## src/rtl/packet_check_register.sv

```systemverilog
// packet_check_register
//   Router input packet register. Takes a header / payload / check-byte
//   stream, forwards every accepted byte to the router FIFO through a small
//   skid buffer that soaks up FIFO-full stalls, and checks the packet's
//   checksum and payload length once the whole packet has been written out.
//
// Ports
//   clk                 clock, all state on rising edge
//   reset               synchronous active-high reset
//   i_Data_Valid        i_Input_Data carries a byte this cycle
//   i_Sig_Packet_Valid  high for header/payload, low for the check byte
//   i_Input_Data        incoming byte
//   i_Sig_Fifo_Full     downstream FIFO cannot accept a write
//   o_Busy              source must hold off (combinational)
//   o_Output_Write      registered FIFO write strobe
//   o_Output_Data       registered FIFO write data
//   o_Header            header of the current / last packet
//   o_Sig_Parity_Done   one-cycle pulse: packet forwarded and checked
//   o_Error             checksum mismatch on the last packet
//   o_Length_Error      payload count differed from header length field
//   o_Overflow          sticky: a byte was presented while busy
module packet_check_register #(
  parameter int DATA_WIDTH = 8,
  parameter int ADDR_BITS  = 2,
  parameter int SKID_DEPTH = 4,
  parameter int CHECK_MODE = 0
) (
  input  logic                  clk,
  input  logic                  reset,
  input  logic                  i_Data_Valid,
  input  logic                  i_Sig_Packet_Valid,
  input  logic [DATA_WIDTH-1:0] i_Input_Data,
  input  logic                  i_Sig_Fifo_Full,
  output logic                  o_Busy,
  output logic                  o_Output_Write,
  output logic [DATA_WIDTH-1:0] o_Output_Data,
  output logic [DATA_WIDTH-1:0] o_Header,
  output logic                  o_Sig_Parity_Done,
  output logic                  o_Error,
  output logic                  o_Length_Error,
  output logic                  o_Overflow
);

  localparam int PW = $clog2(SKID_DEPTH);
  localparam int CW = PW + 1;
  localparam int LW = DATA_WIDTH - ADDR_BITS;
  // One above the largest encodable length, so overlong packets never wrap
  // back into a matching count.
  localparam logic [LW:0] CNT_MAX = {1'b1, {LW{1'b0}}};

  typedef enum logic [1:0] {S_IDLE, S_PAYLOAD, S_DRAIN, S_DONE} state_t;

  state_t                r_state;
  state_t                w_state_next;
  logic [DATA_WIDTH-1:0] r_mem [SKID_DEPTH];
  logic [PW-1:0]         r_wr_ptr;
  logic [PW-1:0]         r_rd_ptr;
  logic [CW-1:0]         r_count;
  logic [DATA_WIDTH-1:0] r_acc;
  logic [DATA_WIDTH-1:0] r_check;
  logic [LW:0]           r_len_cnt;
  logic [DATA_WIDTH-1:0] r_header;
  logic                  r_out_write;
  logic [DATA_WIDTH-1:0] r_out_data;
  logic                  r_error;
  logic                  r_len_error;
  logic                  r_overflow;

  logic                  w_busy;
  logic                  w_accept;
  logic                  w_push;
  logic                  w_pop;
  logic [DATA_WIDTH-1:0] w_acc_upd;

  assign w_busy   = (r_count == CW'(SKID_DEPTH)) || (r_state == S_DRAIN) || (r_state == S_DONE);
  assign w_accept = i_Data_Valid && !w_busy;
  // Header in IDLE, or any byte (payload or check) in PAYLOAD. A check byte
  // arriving in IDLE is dropped without being forwarded.
  assign w_push   = w_accept && ((r_state == S_IDLE && i_Sig_Packet_Valid) || r_state == S_PAYLOAD);
  assign w_pop    = (r_count != '0) && !i_Sig_Fifo_Full;

  generate
    if (CHECK_MODE == 1) begin : g_sum
      assign w_acc_upd = r_acc + i_Input_Data;
    end else begin : g_xor
      assign w_acc_upd = r_acc ^ i_Input_Data;
    end
  endgenerate

  always_comb begin
    w_state_next = r_state;
    case (r_state)
      S_IDLE:    if (w_accept && i_Sig_Packet_Valid) w_state_next = S_PAYLOAD;
      S_PAYLOAD: if (w_accept && !i_Sig_Packet_Valid) w_state_next = S_DRAIN;
      // Completion waits until the check byte has actually been written out.
      S_DRAIN:   if (r_count == '0 && !r_out_write) w_state_next = S_DONE;
      S_DONE:    w_state_next = S_IDLE;
      default:   w_state_next = S_IDLE;
    endcase
  end

  // Skid storage: plain array, no reset, so it maps onto distributed/block RAM.
  always_ff @(posedge clk) begin
    if (w_push) r_mem[r_wr_ptr] <= i_Input_Data;
  end

  always_ff @(posedge clk) begin
    if (reset) begin
      r_state     <= S_IDLE;
      r_wr_ptr    <= '0;
      r_rd_ptr    <= '0;
      r_count     <= '0;
      r_acc       <= '0;
      r_check     <= '0;
      r_len_cnt   <= '0;
      r_header    <= '0;
      r_out_write <= 1'b0;
      r_out_data  <= '0;
      r_error     <= 1'b0;
      r_len_error <= 1'b0;
      r_overflow  <= 1'b0;
    end else begin
      r_state <= w_state_next;

      if (w_push) r_wr_ptr <= r_wr_ptr + 1'b1;
      if (w_pop)  r_rd_ptr <= r_rd_ptr + 1'b1;
      case ({w_push, w_pop})
        2'b10:   r_count <= r_count + 1'b1;
        2'b01:   r_count <= r_count - 1'b1;
        default: r_count <= r_count;
      endcase

      r_out_write <= w_pop;
      if (w_pop) r_out_data <= r_mem[r_rd_ptr];

      if (i_Data_Valid && w_busy) r_overflow <= 1'b1;

      if (w_accept && r_state == S_IDLE && i_Sig_Packet_Valid) begin
        r_header    <= i_Input_Data;
        r_acc       <= i_Input_Data;
        r_len_cnt   <= '0;
        r_error     <= 1'b0;
        r_len_error <= 1'b0;
      end

      if (w_accept && r_state == S_PAYLOAD) begin
        if (i_Sig_Packet_Valid) begin
          r_acc <= w_acc_upd;
          if (r_len_cnt != CNT_MAX) r_len_cnt <= r_len_cnt + 1'b1;
        end else begin
          r_check <= i_Input_Data;
        end
      end

      if (r_state == S_DONE) begin
        r_error     <= (r_acc != r_check);
        r_len_error <= (r_len_cnt != {1'b0, r_header[DATA_WIDTH-1:ADDR_BITS]});
      end
    end
  end

  assign o_Busy            = w_busy;
  assign o_Output_Write    = r_out_write;
  assign o_Output_Data     = r_out_data;
  assign o_Header          = r_header;
  assign o_Sig_Parity_Done = (r_state == S_DONE);
  assign o_Error           = r_error;
  assign o_Length_Error    = r_len_error;
  assign o_Overflow        = r_overflow;

endmodule

```

## config.mk

```make
export PLATFORM = sky130hd
export DESIGN_NAME = packet_check_register
export DESIGN_NICKNAME = d
export VERILOG_FILES = /design/src/rtl/packet_check_register.sv
export SDC_FILE = /design/constraint.sdc
export NUM_CORES = 1
export LEC_CHECK = 0
export ABC_AREA = 0
export CAP_MARGIN = 20
export CORE_MARGIN = 2
export CORE_UTILIZATION = 36
export CTS_BUF_LIST = sky130_fd_sc_hd__clkbuf_8
export DETAILED_ROUTE_END_ITERATION = 10
export PLACE_DENSITY = 0.59
export SETUP_SLACK_MARGIN = 0.4
export SLEW_MARGIN = 20
export SYNTH_ARGS = -nofsm -noshare
export SYNTH_HDL_FRONTEND = slang
export SYNTH_SLANG_ARGS = --single-unit
```

## constraint.sdc

```tcl
create_clock -name clk -period 4.18 [get_ports clk]
set_input_delay 0.418 -clock clk [delete_from_list [all_inputs] [get_ports clk]]
set_output_delay 0.418 -clock clk [all_outputs]
set_load 0.01 [all_outputs]
```

==> impl_metrics.csv <==
group,metric,value,unit
timing,finalSetupViolCount,0,
detailed_routing,drc,0,
cts,cts_hold_buf,0,
logic_synthesis,yosysWarnings,0,
cts,path_clk_slew,0.09,ns
logic_synthesis,yosys.area_share.adder,4.47,%
global_route,antenna_found_initial,0,
cts,cts_tree,"done",
setup_path,start_kind,"flop",
outcome,status,"finished clean",
power,clkPwrFrac,22.8,%
setup_path,crit_chain,"inv_1 > ha_1 > nor2_1 > nand2_1 > nor3b_2 > inv_1 > ha_1 > inv_1 > fa_1 > xor2_1 > or3_2 > a21oi_1",
logic_synthesis,yosys.area.top_type_share,27.3,%
power,netSwitchingFraction,33.3,%
timing,min_period_over_period,65.7,%
die,rows,37,
detailed_routing,antenna_left,0,
logic_synthesis,synth_cells,329,
cells_and_area,drive_gt1_share,14.0,%
timing,rsz0062_at_grt,"false",
die,die_w,107,um
logic_synthesis,syn_nets,355,
logic_synthesis,synthMuxAreaShare,9.72,%
cts,htreeDepth,3,
global_route,grt_max_degree,52,
setup_path,crit_required,4.45,ns
timing,hold_viol_final,0,
cts,cts-buffers-inserted,9,
detailed_routing,wl,7560,um
logic_synthesis,ys.flop_type,"dfxtp_1",
timing,worstMarginPinSlew,1.06,ns
setup_path,crit_path_end_kind,"flop",
placement,place.gp.congestion,0.796,
setup_path,cpMaxStageDelayCell,"or3_2",
global_route,grt_pass1_wl,12400,um
power,p_leak,0.00158,uW
power,power_frac_comb,30.0,%
setup_path,rr_endpoint,"r_count[2]$_SDFFE_PP0P_",
global_route,grt_pass1_vias,2442,
placement,portBuffers,34,
setup_path,reg2reg_slack,1.43,ns
die,chipHeight,107,um
detailed_routing,via_per_inst,5.00,
setup_path,r2r_cells,12,
logic_synthesis,synth-async-reset-ratio,0,%
placement,hpwl,5230,um
timing,fmax,364,MHz
timing,min_period,2.75,ns
timing,fin_setup_tns,0,ns
setup_path,critical_path.max_stage_delay,0.40,ns
timing,slew_violations,0,
global_route,grt-ovfl-total,0,
setup_path,crit_buf_inv,3,
cts,post_cts_buffers,0,
worst_hold_path,hp-class,"reg -> reg",
power,peakVddDrop,0.000198,V
cells_and_area,fin_nets,386,
die,start_util,37.1,%
cts,cts_max_path_buffers,2,
logic_synthesis,synth_xor_area_share,4.83,%
setup_path,worst-setup-path-type,"reg -> reg",
power,internal-power,1520,uW
logic_synthesis,ys_seq_area_share,52.5,%
die,core_area,10300,um2
die,io_pins,35,
setup_path,worstPathArrival,3.02,ns
logic_synthesis,avgSynthCellArea,11.6,um2
power,seqPwrFrac,47.3,%
setup_path,cpLargestDelayFamily,"simple AND/OR/NAND/NOR gates",
detailed_routing,wl_per_cell,15.1,um
power,switching_power,758,uW
logic_synthesis,synth_top_family_by_area,"simple AND/OR/NAND/NOR gates",
cells_and_area,num_antenna_cells,0,
timing,hold_ws,0.459,ns
setup_path,crit_fanout,5,
die,dieArea,11400,um2
setup_path,cp-endpoint,"r_count[2]$_SDFFE_PP0P_",
cts,cts_root_buffer,"clkbuf_8",
logic_synthesis,ys_ff_latch,84,
global_route,grtUsageTotal,14.1,%
setup_path,timing.rr.start,"r_state[0]$_SDFFE_PP0P_",
logic_synthesis,synth-simple-area-share,18.4,%
detailed_routing,dr.pass1.iters,4,
power,p_per_area,516,nW/um2
setup_path,critical_path_depth,12,
logic_synthesis,synth_edf_count,32,
cells_and_area,syn_to_final_growth,15.9,%
logic_synthesis,synth_compound_area_share,6.57,%
job,cap_violations,0,
logic_synthesis,synth.distinct_cells,52,
timing,slew_headroom,28.9,%
detailed_routing,drtIter0Drc,67,
logic_synthesis,netlist_area,3810,um2
setup_path,crit_path_frequent_cell,"inv_1",
setup_path,crit_start,"r_state[0]$_SDFFE_PP0P_",
timing,finClkSkew,0.00588,ns
logic_synthesis,ys_top_cells_by_area,"dfxtp_1 (27%), edfxtp_1 (25%), mux2i_1 (5.0%)",
detailed_routing,dr_total_vias,2505,
logic_synthesis,synth_area_leader_cell,"dfxtp_1",
cts,cts.sinks,84,
cts,cts_resized,0,
cts,clk_latency,0.35,ns
stage by stage:
| step | util, % | power [uW] | instance area (um2) | instances | setup WS (ns) |
|---|---|---|---|---|---|
| global route | 43.0 | 2430 | 4410 | 501 | 1.26 |
| finish | 43.0 | 2280 | 4410 | 501 | 1.43 |
| global placement | 41.2 | 1770 | 4240 | 485 | 1.34 |
| detailed placement | 41.2 | 1790 | 4240 | 485 | 1.29 |
| floorplan | - | 1580 | 3810 | 329 | 1.65 |
| CTS | 43.0 | 2310 | 4410 | 501 | 1.43 |
placed cells by master, fill, tap and decap left out, types with 2 or more instances in the layout:
master           netlist  final
dfxtp_1               52     52
nor2_1                38     38
clkdlybuf4s50_1        0     33
edfxtp_1              32     32
a21oi_1               23     23
nand2_1               21     21
mux2i_1               19     19
xnor2_1               16     16
inv_1                 14     14
ha_1                  12     12
and3_4                 9      9
clkbuf_8               0      9
nand3_1                8      8
mux4_2                 8      8
nor4_2                 8      8
xor2_1                 5      5
and2_1                 4      4
a31oi_1                4      4
o41ai_1                3      3
nand3b_1               3      3
o21ai_0                3      3
nand4_1                3      3
nor3_1                 2      2
and3_1                 2      2
nor3b_1                2      2
o22ai_1                2      2
clkinv_4               0      2
clkinv_2               0      2
clkinvlp_4             0      2
cell families (layout without fill, tap and decap cells):
kind of cell / after synthesis / in the layout
buffers and inverters: 29 / 65
flip-flops: 84 / 84
adder cells (fa/ha/maj): 13 / 13
multiplexers: 27 / 27
AND/OR/NAND/NOR: 113 / 113
AO/OA/AOI/OAI: 42 / 42
XOR/XNOR: 21 / 21
power groups by stage:
| stage | Clock, uW | Sequential (uW) | Combinational, uW |
|---|---|---|---|
| 3_3_place_gp | 0 | 1090 | 680 |
| 3_5_place_dp | 0 | 1100 | 689 |
| 4_1_cts | 540 | 1080 | 694 |
| 5_1_grt | 573 | 1100 | 759 |
| 6_report | 518 | 1080 | 683 |
| 2_1_floorplan | 0 | 1070 | 507 |
state kept, by name, indices dropped and copies added (netlist names), 2 cells and up:
name,flops
o_Header,8
o_Output_Data,8
r_acc,8
r_check,8
r_count,3
r_len_cnt,7
r_mem,32
r_rd_ptr,2
r_state,2
r_wr_ptr,2
synth_stat cells (2+ instances only):
master,instances
dfxtp_1,52
nor2_1,38
edfxtp_1,32
a21oi_1,23
nand2_1,21
mux2i_1,19
xnor2_1,16
inv_1,14
ha_1,12
and3_4,9
mux4_2,8
nand3_1,8
nor4_2,8
clkbuf_1,6
xor2_1,5
a31oi_1,4
and2_1,4
buf_2,3
nand3b_1,3
nand4_1,3
o21ai_0,3
o41ai_1,3
and3_1,2
buf_6,2
nor3_1,2
nor3b_1,2
o22ai_1,2
per-layer routing:
layer	vias to the layer above	wire length, um	part of all wire (%)	global-route usage, %
met4	0	64	0.85	3.80
met1	1211	3520	47	18.4
met3	6	293	3.9	3.77
li1	1246	-	-	-
met5	-	0	0	0
met2	42	3680	49	23.0
area by class of cell:
class | instances | area [um2]
Clock buffer | 9 | 124
Multi-Input combinational cell | 216 | 1680
Tap cell | 136 | 170
Inverter | 15 | 56.3
Fill cell | 980 | 5860
Sequential cell | 84 | 2000
Timing Repair Buffer | 34 | 335
Clock inverter | 7 | 51.3
tightest hold or removal path: cells and delay by family, from the launching register on:
kind / cells / cell delay, ns
compound gates: 1 / 0.05
flops: 1 / 0.32
simple gates: 1 / 0.05
worst min-delay path by stage:
stage / start / to / cells after the start
final: o_Output_Data[4]$_SDFFE_PP0P_ / o_Output_Data[4]$_SDFFE_PP0P_ / 2
after global routing: o_Output_Data[7]$_SDFFE_PP0P_ / o_Output_Data[7]$_SDFFE_PP0P_ / 2
after floorplan: r_len_cnt[6]$_SDFF_PP0_ / r_len_cnt[6]$_SDFF_PP0_ / 1
after CTS: o_Output_Data[4]$_SDFFE_PP0P_ / o_Output_Data[4]$_SDFFE_PP0P_ / 2
after detailed placement: o_Output_Data[4]$_SDFFE_PP0P_ / o_Output_Data[4]$_SDFFE_PP0P_ / 2
after global placement: o_Output_Data[4]$_SDFFE_PP0P_ / o_Output_Data[4]$_SDFFE_PP0P_ / 2
Note: power is estimated with default switching activity, not from simulation.
